$ cat config.mk
export PLATFORM = sky130hd
export DESIGN_NAME = game_result_tracker
export DESIGN_NICKNAME = d
export VERILOG_FILES = /design/src/rtl/game_result_tracker_pkg.sv /design/src/rtl/game_result_tracker_tank_hp_counter.sv /design/src/rtl/game_result_tracker.sv
export SDC_FILE = /design/constraint.sdc
export NUM_CORES = 1
export LEC_CHECK = 0
export ABC_AREA = 1
export BUFFER_PORTS_ARGS = -buffer_cell sky130_fd_sc_hd__buf_2
export CORE_MARGIN = 2
export CORE_UTILIZATION = 35
export DETAILED_ROUTE_END_ITERATION = 10
export MAX_ROUTING_LAYER = met4
export SYNTH_ARGS = -nofsm -noshare
export SYNTH_HDL_FRONTEND = slang
export SYNTH_SLANG_ARGS = --single-unit
$ cat constraint.sdc
create_clock -name clk -period 4.46 [get_ports clk]
set_input_delay 0.446 -clock clk [delete_from_list [all_inputs] [get_ports clk]]
set_output_delay 0.446 -clock clk [all_outputs]
set_load 0.01 [all_outputs]
$ cat src/rtl/game_result_tracker_pkg.sv
// Shared constants and state encoding for the match outcome tracker.
package game_result_tracker_pkg;

  localparam logic [1:0] GE_RUN  = 2'd0;
  localparam logic [1:0] GE_WIN  = 2'd1;
  localparam logic [1:0] GE_LOSE = 2'd2;
  localparam logic [1:0] GE_DRAW = 2'd3;

  localparam int MAX_HP_DEF       = 5;
  localparam int HIT_COOLDOWN_DEF = 30;

  typedef enum logic [2:0] {
    ST_IDLE    = 3'd0,
    ST_PLAY    = 3'd1,
    ST_PENDING = 3'd2,
    ST_WIN     = 3'd3,
    ST_LOSE    = 3'd4,
    ST_DRAW    = 3'd5
  } state_t;

endpackage

$ cat src/rtl/game_result_tracker_tank_hp_counter.sv
// Per-tank hit points with a frame-counted invulnerability window after each accepted hit.
module tank_hp_counter
  import game_result_tracker_pkg::*;
#(
  parameter int MAX_HP       = MAX_HP_DEF,
  parameter int HIT_COOLDOWN = HIT_COOLDOWN_DEF
) (
  input  logic       clk,
  input  logic       rst,
  input  logic       clear,
  input  logic       enable,
  input  logic       hit,
  input  logic       frame_tick,
  output logic [2:0] hp,
  output logic       dead
);

  logic [5:0] cooldown;
  logic       accept;

  assign accept = enable & hit & (cooldown == 6'd0) & (hp != 3'd0);
  assign dead   = (hp == 3'd0);

  always_ff @(posedge clk) begin
    if (rst || clear) begin
      hp       <= 3'(MAX_HP);
      cooldown <= 6'd0;
    end else if (enable) begin
      // A hit reload takes precedence over a frame decrement in the same cycle.
      if (accept) begin
        hp       <= hp - 3'd1;
        cooldown <= 6'(HIT_COOLDOWN);
      end else if (frame_tick && cooldown != 6'd0) begin
        cooldown <= cooldown - 6'd1;
      end
    end
  end

endmodule

$ cat src/rtl/game_result_tracker.sv
// Match outcome FSM: tracks both tanks' hp and publishes game_end on frame boundaries.
// Optional macro GAME_RESULT_DRAW_EN turns a double kill into DRAW (game_end=3) instead of LOSE.
module game_result_tracker
  import game_result_tracker_pkg::*;
#(
  parameter int MAX_HP       = MAX_HP_DEF,
  parameter int HIT_COOLDOWN = HIT_COOLDOWN_DEF
) (
  input  logic       clk,
  input  logic       rst,
  input  logic       select,
  input  logic       vblnk,
  input  logic       hit_player,
  input  logic       hit_enemy,
  input  logic       back_to_menu,
  output logic [1:0] game_end,
  output logic [2:0] hp_player,
  output logic [2:0] hp_enemy,
  output logic       freeze
);

  state_t state;
  logic   vblnk_d;
  logic   frame_tick;
  logic   exit_req;
  logic   hp_clear;
  logic   hp_enable;
  logic   dead_player;
  logic   dead_enemy;

  assign frame_tick = vblnk & ~vblnk_d;
  assign exit_req   = (state != ST_IDLE) & (back_to_menu | ~select);
  // Clearing on the exit cycle itself restores hp together with the IDLE transition.
  assign hp_clear   = (state == ST_IDLE) | exit_req;
  assign hp_enable  = (state == ST_PLAY);

  tank_hp_counter #(
    .MAX_HP       (MAX_HP),
    .HIT_COOLDOWN (HIT_COOLDOWN)
  ) u_player (
    .clk        (clk),
    .rst        (rst),
    .clear      (hp_clear),
    .enable     (hp_enable),
    .hit        (hit_player),
    .frame_tick (frame_tick),
    .hp         (hp_player),
    .dead       (dead_player)
  );

  tank_hp_counter #(
    .MAX_HP       (MAX_HP),
    .HIT_COOLDOWN (HIT_COOLDOWN)
  ) u_enemy (
    .clk        (clk),
    .rst        (rst),
    .clear      (hp_clear),
    .enable     (hp_enable),
    .hit        (hit_enemy),
    .frame_tick (frame_tick),
    .hp         (hp_enemy),
    .dead       (dead_enemy)
  );

  always_ff @(posedge clk) begin
    if (rst) begin
      state    <= ST_IDLE;
      game_end <= GE_RUN;
      freeze   <= 1'b1;
      vblnk_d  <= 1'b0;
    end else begin
      vblnk_d <= vblnk;
      if (exit_req) begin
        state    <= ST_IDLE;
        game_end <= GE_RUN;
        freeze   <= 1'b1;
      end else begin
        case (state)
          ST_IDLE: begin
            game_end <= GE_RUN;
            if (select) begin
              state  <= ST_PLAY;
              freeze <= 1'b0;
            end else begin
              freeze <= 1'b1;
            end
          end
          ST_PLAY: begin
            if (dead_player || dead_enemy) begin
              state  <= ST_PENDING;
              freeze <= 1'b1;
            end
          end
          ST_PENDING: begin
            // Outcome is committed only on a frame boundary.
            if (frame_tick) begin
`ifdef GAME_RESULT_DRAW_EN
              if (dead_player && dead_enemy) begin
                state    <= ST_DRAW;
                game_end <= GE_DRAW;
              end else
`endif
              if (dead_player) begin
                state    <= ST_LOSE;
                game_end <= GE_LOSE;
              end else begin
                state    <= ST_WIN;
                game_end <= GE_WIN;
              end
            end
          end
          default: begin
            freeze <= 1'b1;
          end
        endcase
      end
    end
  end

endmodule

==> Word-level counts from Yosys, hierarchy flattened <==
Index checks and enable logic that the tools add are counted.
{ "totals": {"register_bits": 25, "input_bits": 7, "out_inout_bits": 9, "word_cells": 71} }
{ "classes": {"add_sub_neg": 4, "eq_ne": 5, "n_mux": 15, "bitwise": 13, "reduce_logical": 26} }
{ "op_table": {"columns": ["operator", "n"], "rows": [
  ["$mux 6", 4],
  ["$logic_not 6->1", 2],
  ["$mux 3", 4],
  ["$reduce_and 2->1", 6],
  ["$reduce_bool 3->1", 4],
  ["$reduce_bool 6->1", 2],
  ["$sub 6x1->6 const B", 2],
  ["$logic_not 3->1", 3],
  ["$pmux 3 s3", 1],
  ["$and 1x1->1", 8],
  ["$reduce_bool 2->1", 3],
  ["$sub 3x1->3 const B", 2],
  ["$mux 2", 2],
  ["$ne 2x2->1 const B", 2],
  ["$pmux 2 s2", 1],
  ["$reduce_and 4->1", 1],
  ["$eq 3x1->1 const B", 1],
  ["$eq 3x2->1 const B", 1],
  ["$not 1->1", 3],
  ["$pmux 1 s3", 1],
  ["$logic_and 1x1->1", 2],
  ["$logic_or 1x1->1", 2],
  ["$mux 1", 2],
  ["$ne 2x1->1 const B", 1],
  ["2 further kinds", 3]
]} }

==> Longest topological paths before layout <==
{ "logic_depth": {"depth_word": 6, "mapped_depth": 11, "ltp_nobuf": 11} }

==> By module <==
Synthesis repeated with hierarchy kept, for this count alone.
{ "hier_totals": {"hier_cells": 226, "area_unflattened_um2": 1551.5} }
{ "modules_own_cells": {"columns": ["mod", "instances", "cells_each", "area_per_inst_um2", "seq_area_each_um2"], "rows": [
  ["tank_hp_counter", 2, 81, 576.8, 180.2],
  ["game_result_tracker", 1, 64, 397.9, 140.1]
]} }

==> Worst setup path before layout <==
OpenSTA, ideal clock, no wires.
{ "synth_path": {"path_kind": "reg2reg", "start": "reg u_enemy.hp[0]", "end": "reg u_enemy.cooldown[2]", "setup_time_ns": 0.116, "arrival_ns": 1.409, "required_time_ns": 4.344, "slack_ns": 2.935, "stages_incl_launch_ff": 10, "synth_period_minus_slack_ns": 1.525, "path_cell_list": "dfxtp_1 inv_1 ha_1 ha_1 inv_1 nand4_1 nor2_1 nor2_1 nor2_1 nor2_1"} }
{ "synth_between": {"elab_chain_cells": 4, "word_cells_on_any_way": 5} }
{ "synth_lines": {"columns": ["element", "line_no", "text"], "rows": [
  ["start: declaration", "game_result_tracker_tank_hp_counter.sv:14", "output logic [2:0] hp,"],
  ["start signal: assignment", "game_result_tracker_tank_hp_counter.sv:26", "hp <= 3'(MAX_HP);"],
  ["start signal: assignment", "game_result_tracker_tank_hp_counter.sv:31", "hp <= hp - 3'd1;"],
  ["$reduce_bool 3->1 (*)", "game_result_tracker_tank_hp_counter.sv:21", "assign accept = enable & hit & (cooldown == 6'd0) & (hp != 3'd0);"],
  ["$and 1x1->1 (*)", "game_result_tracker_tank_hp_counter.sv:21", null],
  ["$reduce_bool 2->1 (no line)", null, null],
  ["$reduce_and 2->1 (no line)", null, null],
  ["end signal: assignment", "game_result_tracker_tank_hp_counter.sv:32", "cooldown <= 6'(HIT_COOLDOWN);"],
  ["end signal: assignment", "game_result_tracker_tank_hp_counter.sv:34", "cooldown <= cooldown - 6'd1;"],
  ["end: declaration", "game_result_tracker_tank_hp_counter.sv:18", "logic [5:0] cooldown;"]
]} }
Every way passes the cells marked *; elsewhere a longest branch is shown, timed or not.
A chain may end at the register's enable or synchronous reset.

==> Final worst setup path <==
{ "layout_path": {"start": "reg u_enemy.hp[0]", "end": "reg u_enemy.cooldown[1]"} }
The elaborated chain is that of the path after synthesis.

==> impl_metrics.env <==
export IMPL_cts_resized=0
export IMPL_n_antenna_cell=0
export IMPL_syn_instance_count=211
export IMPL_gp_congestion=0.732
export IMPL_routed_wl_um=2850
export IMPL_synth_top_area_share_pct=36.0
export IMPL_die_height_um=67.0
export IMPL_slew_violations=0
export IMPL_cts_root_buf="clkbuf_8"
export IMPL_yosysSeqAreaShare_pct=36.0
export IMPL_tns_ns=0
export IMPL_cp_slowest_cell="nor2_1"
export IMPL_power_density_nw_per_um2=387
export IMPL_area_growth_pct=12.4
export IMPL_via_per_inst=4.66
export IMPL_grt_usage_pct=15.1
export IMPL_antenna_found_initial=0
export IMPL_cts_max_level=1
export IMPL_post_route_util_pct=41.7
export IMPL_detail_route_first_pass_iterations=6
export IMPL_layout_common_cells="nand2_1, nor2_1, inv_1, dfxtp_1, buf_2"
export IMPL_hpwl_um=2220
export IMPL_syn_avg_cell_area_um2=6.58
export IMPL_numClockSinks=25
export IMPL_core_area_um2=3740
export IMPL_yosysWarningCount=0
export IMPL_post_route_period_util_pct=37.0
export IMPL_tightest_slew_ns=0.448
export IMPL_synth_area_leaders="dfxtp_1, nand2_1, nor2_1, inv_1, ha_1"
export IMPL_cts_inserted_buffers=3
export IMPL_hold_class="in -> reg"
export IMPL_crit_buf_inv=3
export IMPL_crit_top_cell="inv_1"
export IMPL_crit_type="reg -> reg"
export IMPL_grt_pass1_wl_um=5020
export IMPL_finalSetupViolations=0
export IMPL_cts_tree="yes"
export IMPL_cp_data_required_time_ns=4.68
export IMPL_worstSetupEndpointType="flip-flop"
export IMPL_vias=1292
export IMPL_fill_cells=425
export IMPL_status="finished clean"
export IMPL_p_leak_uw=0.000809
export IMPL_drc=0
export IMPL_fp_dieW_um=67.0
export IMPL_clk_latency_ns=0.28
export IMPL_first_iter_violations=68
export IMPL_period_needed_ns=1.65
export IMPL_port_buffers=15
export IMPL_clockBufferDepth=2
export IMPL_rsz0062_at_grt="false"
export IMPL_yosysTopAreaCell="dfxtp_1"
export IMPL_max_stage_delay_ns=0.37
export IMPL_slew_limit_headroom_pct=70.0
export IMPL_ir_worst_vdd_mv=0.232
export IMPL_drive_gt1_share_pct=13.1
export IMPL_hold_viol=0
export IMPL_io_pin_count=16
export IMPL_grt_pass1_vias=1181
export IMPL_routedWlPerCell_um=10.3
export IMPL_synth_cell_types=20
export IMPL_final_antenna_net_count=0
export IMPL_start_util_pct=37.1
export IMPL_final_nets=243
export IMPL_synthesis_area_um2=1390
export IMPL_dieArea_um2=4490
export IMPL_critPathArrivalTime_ns=1.87
export IMPL_path_cells="inv_1 > ha_1 > ha_1 > inv_1 > nand4_1 > nor2_1 > nor2_1 > nand2_1 > nand3_1 > inv_1"
export IMPL_fin_skew_ns=0.0153
export IMPL_syn_nets=224
export IMPL_globalRouteOverflowTotal=0
export IMPL_fmax_ghz=0.606
export IMPL_maxCapViolCount=0
export IMPL_synth_seq_cells=25
export IMPL_critPathTopFamily="simple AND/OR/NAND/NOR gates"
export IMPL_layout_commonest_cell="nand2_1"
export IMPL_critPathLaunchType="flip-flop"
export IMPL_path_clk_slew_ns=0.11
export IMPL_worstPathMaxFanout=7
export IMPL_post_cts_setup_buffer_count=0
export IMPL_cts_hold_buffers_added=0
export IMPL_rows=22
export IMPL_grt_max_degree=16
[power by group]
part | switching (µW) | total [µW] | leakage [µW] | internal (µW)
clock | 83.2 | 147 | 0.0000217 | 63.6
combinational | 141 | 204 | 0.000585 | 63.2
sequential | 14.9 | 254 | 0.000203 | 239
[final timing paths]
check / to / start / slack, ns / depth (start not counted)
min reg2reg: u_player.cooldown[1] / u_player.cooldown[1] / 0.49 / 2
max: u_enemy.cooldown[1] / u_enemy.hp[0] / 2.81 / 10
max reg2reg: u_enemy.cooldown[1] / u_enemy.hp[0] / 2.81 / 10
min: vblnk_d / rst / 0.34 / 2
[stage by stage]
step           area, µm²  setup WS [ns]  std cells  hold slack (ns)  total power, µW
2_1_floorplan       1390           2.94        211            0.449              420
5_1_grt             1560           2.64        277            0.332              657
4_1_cts             1560           2.80        277            0.337              611
3_5_place_dp        1510           2.79        273            0.470              464
3_3_place_gp        1510           2.77        273            0.464              465
6_report            1560           2.81        277            0.338              605
[Yosys cell counts]
cell type  number
o21ai_2         1
ha_1            6
dfxtp_1        25
nand2_1        46
nor2_4          1
buf_6           1
a21oi_1        14
nor2_2          2
o211ai_1        1
o21ai_0        12
or2_1           1
nand3_1        13
nand4_1         5
nand2_2         2
nor2_1         41
and3_1          1
inv_2           2
inv_1          31
nand2_4         3
xor2_1          3
[area by class of cell]
type	instances	area [µm²]	area share, %
Clock inverter	1	7.51	0.481
Tap cell	48	60.1	3.85
Timing Repair Buffer	15	75.1	4.81
Clock buffer	3	41.3	2.64
Multi-Input combinational cell	152	753	48.2
Inverter	33	124	7.93
Sequential cell	25	500	32.1
[state kept, by name (all words and copies together), names as in the netlist]
name and count:
vblnk_d 1, u_player.hp 3, game_end 2, u_enemy.hp 3, u_player.cooldown 6, state 3
u_enemy.cooldown 6, freeze 1
[layer usage]
metal  part of all wire [%]  track usage [%]  vias up
li1                       -                -      700
met1                     54             19.0      576
met2                     42             24.0       12
met3                    2.7             4.05        4
met4                   0.95             3.83        0
met5                      0                -        -
[cell families (layout without fill, tap and decap cells)]
logic type	after synthesis	in the layout	synth area share [%]
AOI/OAI and AO/OA	28	28	10.5
xor gates and xnor gates	3	3	1.89
adders and majority gates	6	6	5.41
buffers and inverters	34	52	9.73
DFF	25	25	36.0
and+or+nand+nor	115	115	36.4
(Power assumes the default switching activity.)
